File: config.mk
export PLATFORM = sky130hd
export DESIGN_NAME = mem_access_unit_flat
export DESIGN_NICKNAME = d
export VERILOG_FILES = /design/src/rtl/mem_access_pkg.sv /design/src/rtl/mem_access_unit_if.sv /design/src/rtl/store_merge.sv /design/src/rtl/mem_access_unit.sv /design/src/flat_wrapper.sv
export SDC_FILE = /design/constraint.sdc
export NUM_CORES = 1
export LEC_CHECK = 0
export CAP_MARGIN = 0
export CORE_MARGIN = 3
export CORE_UTILIZATION = 42
export DETAILED_ROUTE_END_ITERATION = 8
export GPL_ROUTABILITY_DRIVEN = 0
export GPL_TIMING_DRIVEN = 0
export PLACE_DENSITY = 0.84
export RECOVER_POWER = 25
export SYNTH_ARGS = -nofsm -noshare
export SYNTH_HDL_FRONTEND = slang
export SYNTH_HIERARCHICAL = 1
export SYNTH_SLANG_ARGS = --single-unit
File: constraint.sdc
create_clock -name Clk -period 2.1 [get_ports Clk]
set_clock_uncertainty 0.2 [all_clocks]
set_input_delay 0.315 -clock Clk [delete_from_list [all_inputs] [get_ports Clk]]
set_output_delay 0.315 -clock Clk [all_outputs]
set_load 0.005 [all_outputs]
File: src/rtl/mem_access_pkg.sv
// Shared encodings for the load/store unit: access sizes, FSM states, latched request.
// Misalignment rejection is compiled in with MEM_ACCESS_ALIGN_CHECK_EN.
package mem_access_pkg;

  localparam int NUM_LANES = 4;
  localparam int LANE_W    = 8;

  typedef enum logic [1:0] {
    SZ_BYTE = 2'd0,
    SZ_HALF = 2'd1,
    SZ_WORD = 2'd2,
    SZ_RSVD = 2'd3
  } size_e;

  typedef enum logic [1:0] {
    IDLE = 2'd0,
    RD   = 2'd1,
    WR   = 2'd2,
    DONE = 2'd3
  } state_e;

  typedef struct packed {
    logic        we;
    size_e       size;
    logic [1:0]  lane;
    logic [31:0] wdata;
  } req_t;

  // Reserved size behaves exactly like a word access.
  function automatic logic is_word(size_e sz);
    return (sz == SZ_WORD) || (sz == SZ_RSVD);
  endfunction

  function automatic logic misaligned(size_e sz, logic [1:0] lo);
    case (sz)
      SZ_BYTE: return 1'b0;
      SZ_HALF: return lo[0];
      default: return lo != 2'b00;
    endcase
  endfunction

endpackage

File: src/rtl/mem_access_unit_if.sv
// Word-wide memory port between the access unit (master) and the memory (slave).
interface mem_access_unit_if;
  logic        mem_req;
  logic        mem_we;
  logic [31:0] mem_addr;
  logic [31:0] mem_wdata;
  logic [31:0] mem_rdata;
  logic        mem_ack;

  modport master (output mem_req, mem_we, mem_addr, mem_wdata,
                  input  mem_rdata, mem_ack);
  modport slave  (input  mem_req, mem_we, mem_addr, mem_wdata,
                  output mem_rdata, mem_ack);
endinterface

File: src/rtl/store_merge.sv
// Combinational byte-lane merge of store data into the old memory word.
module store_merge
  import mem_access_pkg::*;
(
  input  logic [31:0] old_word,
  input  logic [31:0] wdata,
  input  size_e       size,
  input  logic [1:0]  lane,
  output logic [31:0] merged
);

  for (genvar b = 0; b < NUM_LANES; b++) begin : g_lane
    localparam logic [1:0] LN = 2'(b);
    localparam int         HB = b % 2;
    logic             hit;
    logic [LANE_W-1:0] src;

    // A half picks its pair by lane[1]; within the pair, low byte of WriteData goes low.
    always_comb begin
      case (size)
        SZ_BYTE: begin hit = (lane == LN);       src = wdata[7:0];              end
        SZ_HALF: begin hit = (lane[1] == LN[1]); src = wdata[LANE_W*HB +: LANE_W]; end
        default: begin hit = 1'b1;               src = wdata[LANE_W*b +: LANE_W];  end
      endcase
    end

    assign merged[LANE_W*b +: LANE_W] = hit ? src : old_word[LANE_W*b +: LANE_W];
  end

endmodule

File: src/rtl/mem_access_unit.sv
// Load/store access unit: word memory port, sub-word stores via read-modify-write, ack timeout.
// Define MEM_ACCESS_ALIGN_CHECK_EN to reject misaligned half/word accesses at Start.
module mem_access_unit
  import mem_access_pkg::*;
#(
  parameter int TIMEOUT_CYCLES = 16
) (
  input  logic        Clk,
  input  logic        Rst,
  input  logic        Start,
  input  logic        MemWrite,
  input  logic [1:0]  Size,
  input  logic [31:0] Address,
  input  logic [31:0] WriteData,
  mem_access_unit_if.master mem,
  output logic [31:0] MemData,
  output logic [1:0]  ByteSel,
  output logic        Busy,
  output logic        Done,
  output logic        Error
);

  localparam int            CW       = $clog2(TIMEOUT_CYCLES + 1);
  localparam logic [CW-1:0] CNT_LAST = CW'(TIMEOUT_CYCLES - 1);

  state_e        state, state_nx;
  req_t          req_q;
  logic [CW-1:0] wait_cnt;
  logic          err_q;
  logic          align_err;
  logic          timeout;
  logic [31:0]   merged;
  size_e         size_in;

  assign size_in = size_e'(Size);

`ifdef MEM_ACCESS_ALIGN_CHECK_EN
  assign align_err = misaligned(size_in, Address[1:0]);
`else
  assign align_err = 1'b0;
`endif

  // An ack in the last allowed cycle still wins over the timeout.
  assign timeout = (wait_cnt == CNT_LAST) && !mem.mem_ack;

  store_merge u_merge (
    .old_word (mem.mem_rdata),
    .wdata    (req_q.wdata),
    .size     (req_q.size),
    .lane     (req_q.lane),
    .merged   (merged)
  );

  always_ff @(posedge Clk) begin
    if (Rst) state <= IDLE;
    else     state <= state_nx;
  end

  always_comb begin
    state_nx = state;
    case (state)
      IDLE: if (Start) begin
        if (align_err)                         state_nx = DONE;
        else if (MemWrite && is_word(size_in)) state_nx = WR;
        else                                   state_nx = RD;
      end
      // Only sub-word stores read first, so a store in RD continues to WR.
      RD:   if (mem.mem_ack)   state_nx = req_q.we ? WR : DONE;
            else if (timeout)  state_nx = DONE;
      WR:   if (mem.mem_ack || timeout) state_nx = DONE;
      DONE: state_nx = IDLE;
      default: state_nx = IDLE;
    endcase
  end

  always_comb begin
    Busy        = (state != IDLE);
    Done        = (state == DONE);
    Error       = (state == DONE) && err_q;
    mem.mem_req = (state == RD) || (state == WR);
    mem.mem_we  = (state == WR);
  end

  always_ff @(posedge Clk) begin
    if (Rst) begin
      req_q         <= '0;
      wait_cnt      <= '0;
      err_q         <= 1'b0;
      mem.mem_addr  <= '0;
      mem.mem_wdata <= '0;
      MemData       <= '0;
      ByteSel       <= '0;
    end else begin
      case (state)
        IDLE: if (Start) begin
          req_q         <= '{we: MemWrite, size: size_in, lane: Address[1:0], wdata: WriteData};
          mem.mem_addr  <= {Address[31:2], 2'b00};
          mem.mem_wdata <= WriteData;
          wait_cnt      <= '0;
          err_q         <= align_err;
        end
        RD, WR: begin
          wait_cnt <= mem.mem_ack ? '0 : wait_cnt + CW'(1);
          if (timeout) err_q <= 1'b1;
          if (state == RD && mem.mem_ack) begin
            MemData       <= mem.mem_rdata;
            ByteSel       <= req_q.lane;
            mem.mem_wdata <= merged;
          end
        end
        default: ;
      endcase
    end
  end

endmodule

File: src/flat_wrapper.sv
// flat-port wrapper written by rule: the top's interface ports become plain ports
module mem_access_unit_flat import mem_access_pkg::*;
#(
  parameter int TIMEOUT_CYCLES = 16
)
  (Clk, Rst, Start, MemWrite, Size, Address, WriteData, MemData, ByteSel, Busy, Done, Error, mem_mem_req, mem_mem_we, mem_mem_addr, mem_mem_wdata, mem_mem_rdata, mem_mem_ack);
  mem_access_unit_if mem_i ();
  input  logic Clk;
  input  logic Rst;
  input  logic Start;
  input  logic MemWrite;
  input  logic [1:0] Size;
  input  logic [31:0] Address;
  input  logic [31:0] WriteData;
  output logic [31:0] MemData;
  output logic [1:0] ByteSel;
  output logic Busy;
  output logic Done;
  output logic Error;
  output wire logic [$bits(mem_i.mem_req)-1:0] mem_mem_req;
  output wire logic [$bits(mem_i.mem_we)-1:0] mem_mem_we;
  output wire logic [$bits(mem_i.mem_addr)-1:0] mem_mem_addr;
  output wire logic [$bits(mem_i.mem_wdata)-1:0] mem_mem_wdata;
  input wire logic [$bits(mem_i.mem_rdata)-1:0] mem_mem_rdata;
  input wire logic [$bits(mem_i.mem_ack)-1:0] mem_mem_ack;
  assign mem_mem_req = mem_i.mem_req;
  assign mem_mem_we = mem_i.mem_we;
  assign mem_mem_addr = mem_i.mem_addr;
  assign mem_mem_wdata = mem_i.mem_wdata;
  assign mem_i.mem_rdata = mem_mem_rdata;
  assign mem_i.mem_ack = mem_mem_ack;
  mem_access_unit #(.TIMEOUT_CYCLES(TIMEOUT_CYCLES)) u_core (.Clk(Clk), .Rst(Rst), .Start(Start), .MemWrite(MemWrite), .Size(Size), .Address(Address), .WriteData(WriteData), .mem(mem_i), .MemData(MemData), .ByteSel(ByteSel), .Busy(Busy), .Done(Done), .Error(Error));
endmodule
After elaboration in Yosys (flattened, before gate mapping)
Cells that the tools add are included.

storage, ports and cells
  word-level logic and storage cells = 76
  output and inout port bits = 103
  bits of input ports = 103
  bits in registers = 141

cells by class
  multiplexer cells = 27
  reduce and logical (&&, ||, !) cells = 21
  add/subtract/negate cells = 1
  equality and inequality tests = 15
  bitwise operators = 1

operators with widths
  operator                                               count
  2-to-1 mux 32 bit                                      2
  case mux 32 bit (2 select lines)                       1
  2-to-1 mux 8 bit                                       6
  case mux 8 bit (2 select lines)                        1
  == test 2 bit, second input constant                   6
  2-to-1 mux 2 bit                                       5
  2-to-1 mux 5 bit                                       2
  case mux 1 bit (2 select lines)                        5
  case mux 5 bit (2 select lines)                        1
  AND reduction 3 bit                                    3
  case mux 2 bit (4 select lines)                        1
  == test 2 x 1 -> 1 bit, second input constant          3
  zero test 2 bit                                        3
  inequality test 2 x 1 -> 1 bit, second input constant  3
  AND reduction 2 bit                                    3
  adder 5 x 1 -> 5 bit, second input constant            1
  == test 5 x 4 -> 1 bit, second input constant          1
  logical AND 1 bit                                      4
  nonzero test 2 bit                                     2
  OR reduction 2 bit                                     2
  logical OR 1 bit                                       3
  2-to-1 mux 1 bit                                       3
  inequality test 3 x 2 -> 1 bit, second input constant  1
  inequality test 2 bit, second input constant           1
  2 further kinds                                        2

Depth between registers and ports, before layout
  depth after elaboration = 6
  mapped depth = 8
  mapped depth without buffers = 6

By module
The synthesis kept the hierarchy.

modules (own cells, without submodules)
  module           cells an instance  area an instance (sq um)  seq. area each (sq um)  times used
  mem_access_unit  646                5,415.2                   2,822.7                 1
  store_merge      96                 765.7                     0.0                     1

Worst setup path before layout
No wires, ideal clock.

  path type = register -> register
  from = register u_core.state[0]
  to = register u_core.mem.mem_wdata[17]
  arrival time = 1.589 ns
  period minus slack after synthesis = 1.931 ns
  data required time = 1.758 ns
  library setup time = 0.142 ns
  cell stages (with the launch flop) = 7
  path buffers = 1
  setup slack = 0.169 ns
  cell sequence = dfxtp_1 -> inv_1 -> ha_1 -> nand2b_1 -> a21oi_4 -> buf_2 -> a211oi_1

on the way
  cells in the longest elaborated chain, start to end = 4
  elaborated cells on any way between the ends = 10
  those cells by class = 4 x eq/ne; 1 x mux; 5 x reduce/logical

RTL lines
  item                                                                                          RTL line                                       text
  from (decl)                                                                                   mem_access_unit.sv:26                          state_e state, state_nx;
  from (signal assigned)                                                                        mem_access_unit.sv:56                          else state <= state_nx;
  == test 2 bit / == test 2 x 1 -> 1 bit (equally long branches)                                mem_access_unit.sv:94, mem_access_unit.sv:105
  OR reduction 2 bit / logical AND 1 bit (equally long branches)                                mem_access_unit.sv:94, mem_access_unit.sv:105
  inequality test 2 x 1 -> 1 bit (no source line) / nonzero test 2 bit (equally long branches)  n/a
  AND reduction 3 bit (no source line)                                                          n/a
  to (signal assigned)                                                                          mem_access_unit.sv:98                          mem.mem_wdata <= WriteData;
  to (signal assigned)                                                                          mem_access_unit.sv:108                         mem.mem_wdata <= merged;
  to (decl)                                                                                     mem_access_unit_if.sv:10                       modport master (output mem_req, mem_we, mem_addr, mem_wdata,

Parallel ways exist; a longest one is shown, timed or not.
A chain may end at the register's enable or synchronous reset.

Final worst setup path
  from = register u_core/req_q[34] (netlist bit)
  to = register u_core.mem.mem_wdata[26]

on the way
  cells in the longest elaborated chain, start to end = 5
  elaborated cells on any way between the ends = 7
  those cells by class = 1 x eq/ne; 5 x mux; 1 x reduce/logical

RTL lines
  item                                                                                       RTL line                text
  from (decl)                                                                                mem_access_unit.sv:27   req_t req_q;
  from (signal assigned)                                                                     mem_access_unit.sv:96   req_q <= '{we: MemWrite, size: size_in, lane: Address[1:0], wdata: WriteData};
  == test 2 x 1 -> 1 bit / zero test 2 bit (equally long branches)                           store_merge.sv:20       case (size)
  case mux 8 bit (2 select lines) / case mux 1 bit (2 select lines) (equally long branches)  store_merge.sv:20
  2-to-1 mux 8 bit (*)                                                                       store_merge.sv:27       assign merged[LANE_W*b +: LANE_W] = hit ? src : old_word[LANE_W*b +: LANE_W];
  via u_core.merged[26]                                                                      mem_access_unit.sv:32   logic [31:0] merged;
  2-to-1 mux 32 bit (*)                                                                      mem_access_unit.sv:105  if (state == RD && mem.mem_ack) begin
  case mux 32 bit (2 select lines) (*)                                                       mem_access_unit.sv:94   case (state)

The timed path passes the listed nets; every way through them passes the cells marked *. The select of a mux whose other input is x is not followed.

==> results.cfg <==
[outcome]
status = complete, no violations

[timing]
report.final.setup_viol = 0
maxSlewHeadroom = 0.572
tightest_slew_ns = 0.642
hold_ws_ns = 0.241
layout_setup_ws_ns = 0.0821
fin_crit_sh = 0.961
drv_slew = 0
final-hold-violation-count = 0
fmax_mhz = 496
finalCriticalPeriod_ns = 2.02

[setup_path]
r2r_start = u_core/req_q[34]
crit_start = u_core/req_q[34]
worstPathMaxFanout = 10
path_common_cell = mux2i_1
crit_type = reg2reg
cp-start-kind = flip-flop
crit_path_end = u_core/mem.mem_wdata[26]
crit_path_end_kind = flip-flop
cpPeakStageDelay_ns = 0.44
ff2ff_path_depth = 6
worstReg2RegEnd = u_core/mem.mem_wdata[26]
arrival_ns = 2.10
path_cells = clkbuf_4 -> mux2i_1 -> nor3_1 -> a221o_1 -> mux2i_1 -> a211oi_2
worstPathRequired_ns = 2.18
slowest_stage = dfxtp_1
r2r_setup_slack_ns = 0.08

[routing]
drt_iter0_markers = 500
totalWireLength_um = 20200
wl_per_cell_um = 17.4
vias = 6226
drtPass1Iterations = 6
vias_per_cell = 5.35
ant_nets = 0
drcViolationCount = 0

[flow_run]
drv_cap = 0

[grt]
grt_max_degree = 17
grt_overflow = 0
grt_pass1_vias = 5939
grt_use_total = 0.243
antenna_found_initial = 0
grt_pass1_wl_um = 31000

[layout]
fill_cells = 1155
antennaDiodeCount = 0
syn_to_final_growth_pct = 48.4
instances_no_fill = 1163
fin_nets = 1080
drive_gt1_frac = 0.110

[synthesis]
synth_top_flop_cell = dfxtp_1
avgSynthCellArea_um2 = 8.33
ys_warn_count = 6
synthArstFlopShare = 0
syn_area_um2 = 6180
seq_area_frac_synth = 0.457
synth_seq_cells = 141
synth_edf_count = 0
synthCells = 742
synth.distinct_cells = 39

[clocking]
cts-hold-fix-buffers = 0
cts_buffers = 17
clockBufferDepth = 2
cts.sinks = 141
root_buffer = clkbuf_16
clk_latency_ns = 0.42
ctsHtreeMaxLevel = 4
cts_tree = built
clk_pin_slew_worst_paths_ns = 0.06

[place]
place_inst = 1125
io_buffers = 202
dp_slack_ns = -0.401
dp.final_hpwl_um = 14600

[power]
intPower_uw = 7480
clkPwrFrac = 0.256
total_power_uw = 11600
switching_share = 0.355
p_per_area_nw_per_um2 = 1260
power_frac_comb = 0.438
power_frac_seq = 0.306
p_leak_uw = 0.00352
p_switching_uw = 4120
peakVddDrop_mv = 0.643

[floorplan]
dieArea_um2 = 16200
row_count = 43
ios = 206
fp.dieH_um = 127
initial_core_util = 0.437
dieWidth_um = 127
coreArea_um2 = 14100

[min_path]
hold_class = in2reg
## registers in the layout, indices dropped and copies added, names as in the netlist
signal / count
u_core/err_q: 1
u_core/req_q: 37
u_core/mem.mem_addr: 30
u_core/state: 2
u_core/wait_cnt: 5
u_core/ByteSel: 2
u_core/mem.mem_wdata: 32
u_core/MemData: 32
## cells in the mapped netlist (4+ instances only)
| cell | instances | area [µm²] |
|---|---|---|
| a211oi_1 | 24 | 180 |
| clkbuf_1 | 32 | 120 |
| ha_1 | 7 | 87.6 |
| nor2b_1 | 10 | 62.6 |
| a211oi_2 | 8 | 100 |
| nand2b_1 | 6 | 37.5 |
| dfxtp_1 | 141 | 2820 |
| a31oi_1 | 8 | 50.1 |
| inv_1 | 4 | 15.0 |
| mux2_2 | 24 | 270 |
| buf_2 | 19 | 95.1 |
| nor2_1 | 39 | 146 |
| nand2_1 | 205 | 769 |
| o21ai_0 | 9 | 45.0 |
| mux2i_1 | 41 | 410 |
| a21oi_1 | 115 | 576 |
| nor3_1 | 12 | 60.1 |
| a221o_1 | 8 | 80.1 |
## worst max-delay path, delay by kind of cell, from the launching register on
kind / cells / cell delay, ns
AO/OA/AOI/OAI: 2 / 0.37
buffers and inverters: 1 / 0.30
flip-flops: 1 / 0.44
multiplexers: 2 / 0.48
AND/OR/NAND/NOR: 1 / 0.08
## layout make-up
cell class              count  area (µm²)  share of cell area
plain buffers              57         320              0.0349
clock buffers              26         499              0.0544
clock inverters             6        82.6             0.00900
inverters                   5        22.5             0.00246
multi-input cells         540        3110               0.339
flip-flops and latches    141        2830               0.308
well taps                 180         225              0.0246
repair buffers            208        2090               0.228
## cell usage in the layout, fill, tap and decap left out, types with 7 or more instances in the layout
| master | n |
|---|---|
| clkbuf_4 | 7 |
| dfxtp_1 | 139 |
| nor2_1 | 39 |
| nor3_1 | 11 |
| clkbuf_16 | 17 |
| mux2_2 | 24 |
| nor2b_1 | 9 |
| mux2i_1 | 41 |
| buf_4 | 10 |
| dlygate4sd3_1 | 50 |
| a211oi_1 | 23 |
| nand2_1 | 205 |
| clkdlybuf4s50_1 | 148 |
| clkbuf_1 | 33 |
| a211oi_2 | 9 |
| a221o_1 | 8 |
| a31oi_1 | 8 |
| o21ai_0 | 9 |
| a21oi_1 | 115 |
## worst min-delay path by stage
stage               cells past startpoint                    start  slack (ns)                       to
detailed placement                      2  u_core/mem.mem_addr[22]        0.25  u_core/mem.mem_addr[22]
global placement                        2  u_core/mem.mem_addr[29]        0.24  u_core/mem.mem_addr[29]
global route                            3               Address[8]        0.24   u_core/mem.mem_addr[8]
floorplan                               2         u_core/req_q[36]        0.23         u_core/req_q[36]
CTS                                     3              Address[12]        0.22  u_core/mem.mem_addr[12]
finish                                  3              Address[12]        0.24  u_core/mem.mem_addr[12]
## metrics by stage
| stage | util | TNS [ns] | instance area [µm²] |
|---|---|---|---|
| 2_1_floorplan | - | 0 | 6180 |
| 4_1_cts | 0.641 | -0.102 | 9070 |
| 3_5_place_dp | 0.596 | -20.33 | 8430 |
| 3_3_place_gp | 0.596 | -16.90 | 8430 |
| 6_report | 0.648 | 0 | 9170 |
| 5_1_grt | 0.648 | -0.0177 | 9170 |
## power groups by stage
| stage | logic [µW] | clock network (µW) | registers [µW] |
|---|---|---|---|
| after floorplan | 2920 | 0 | 3560 |
| final | 5080 | 2970 | 3550 |
| after global routing | 5480 | 3120 | 3610 |
| after detailed placement | 4780 | 0 | 3600 |
| after global placement | 4710 | 0 | 3570 |
| after CTS | 4940 | 3010 | 3550 |
## cell families after synthesis
family / count (synthesis) / share of synthesized area
DFF: 141 / 0.457
muxes: 65 / 0.110
other: 1 / 0.000607
adders and majority gates: 7 / 0.0142
and+or+nand+nor: 283 / 0.186
buffers and inverters: 62 / 0.0470
AOI/OAI and AO/OA: 183 / 0.186
## repair_timing
item / CTS / global route
endpoints found under the setup margin: 90 / 98
gates resized for setup: 15 / 23
pin swaps: 1 / 2
setup buffers: 2 / 4
## routing by layer
| layer | global-route usage | vias to the layer above | share of wire |
|---|---|---|---|
| met1 | 0.303 | 2927 | 0.42 |
| met4 | 0.0890 | 0 | 0.019 |
| met2 | 0.403 | 281 | 0.48 |
| met3 | 0.0673 | 27 | 0.082 |
| li1 | - | 2991 | - |
| met5 | 0 | - | 0 |
Note: power is estimated with default switching activity, not from simulation.
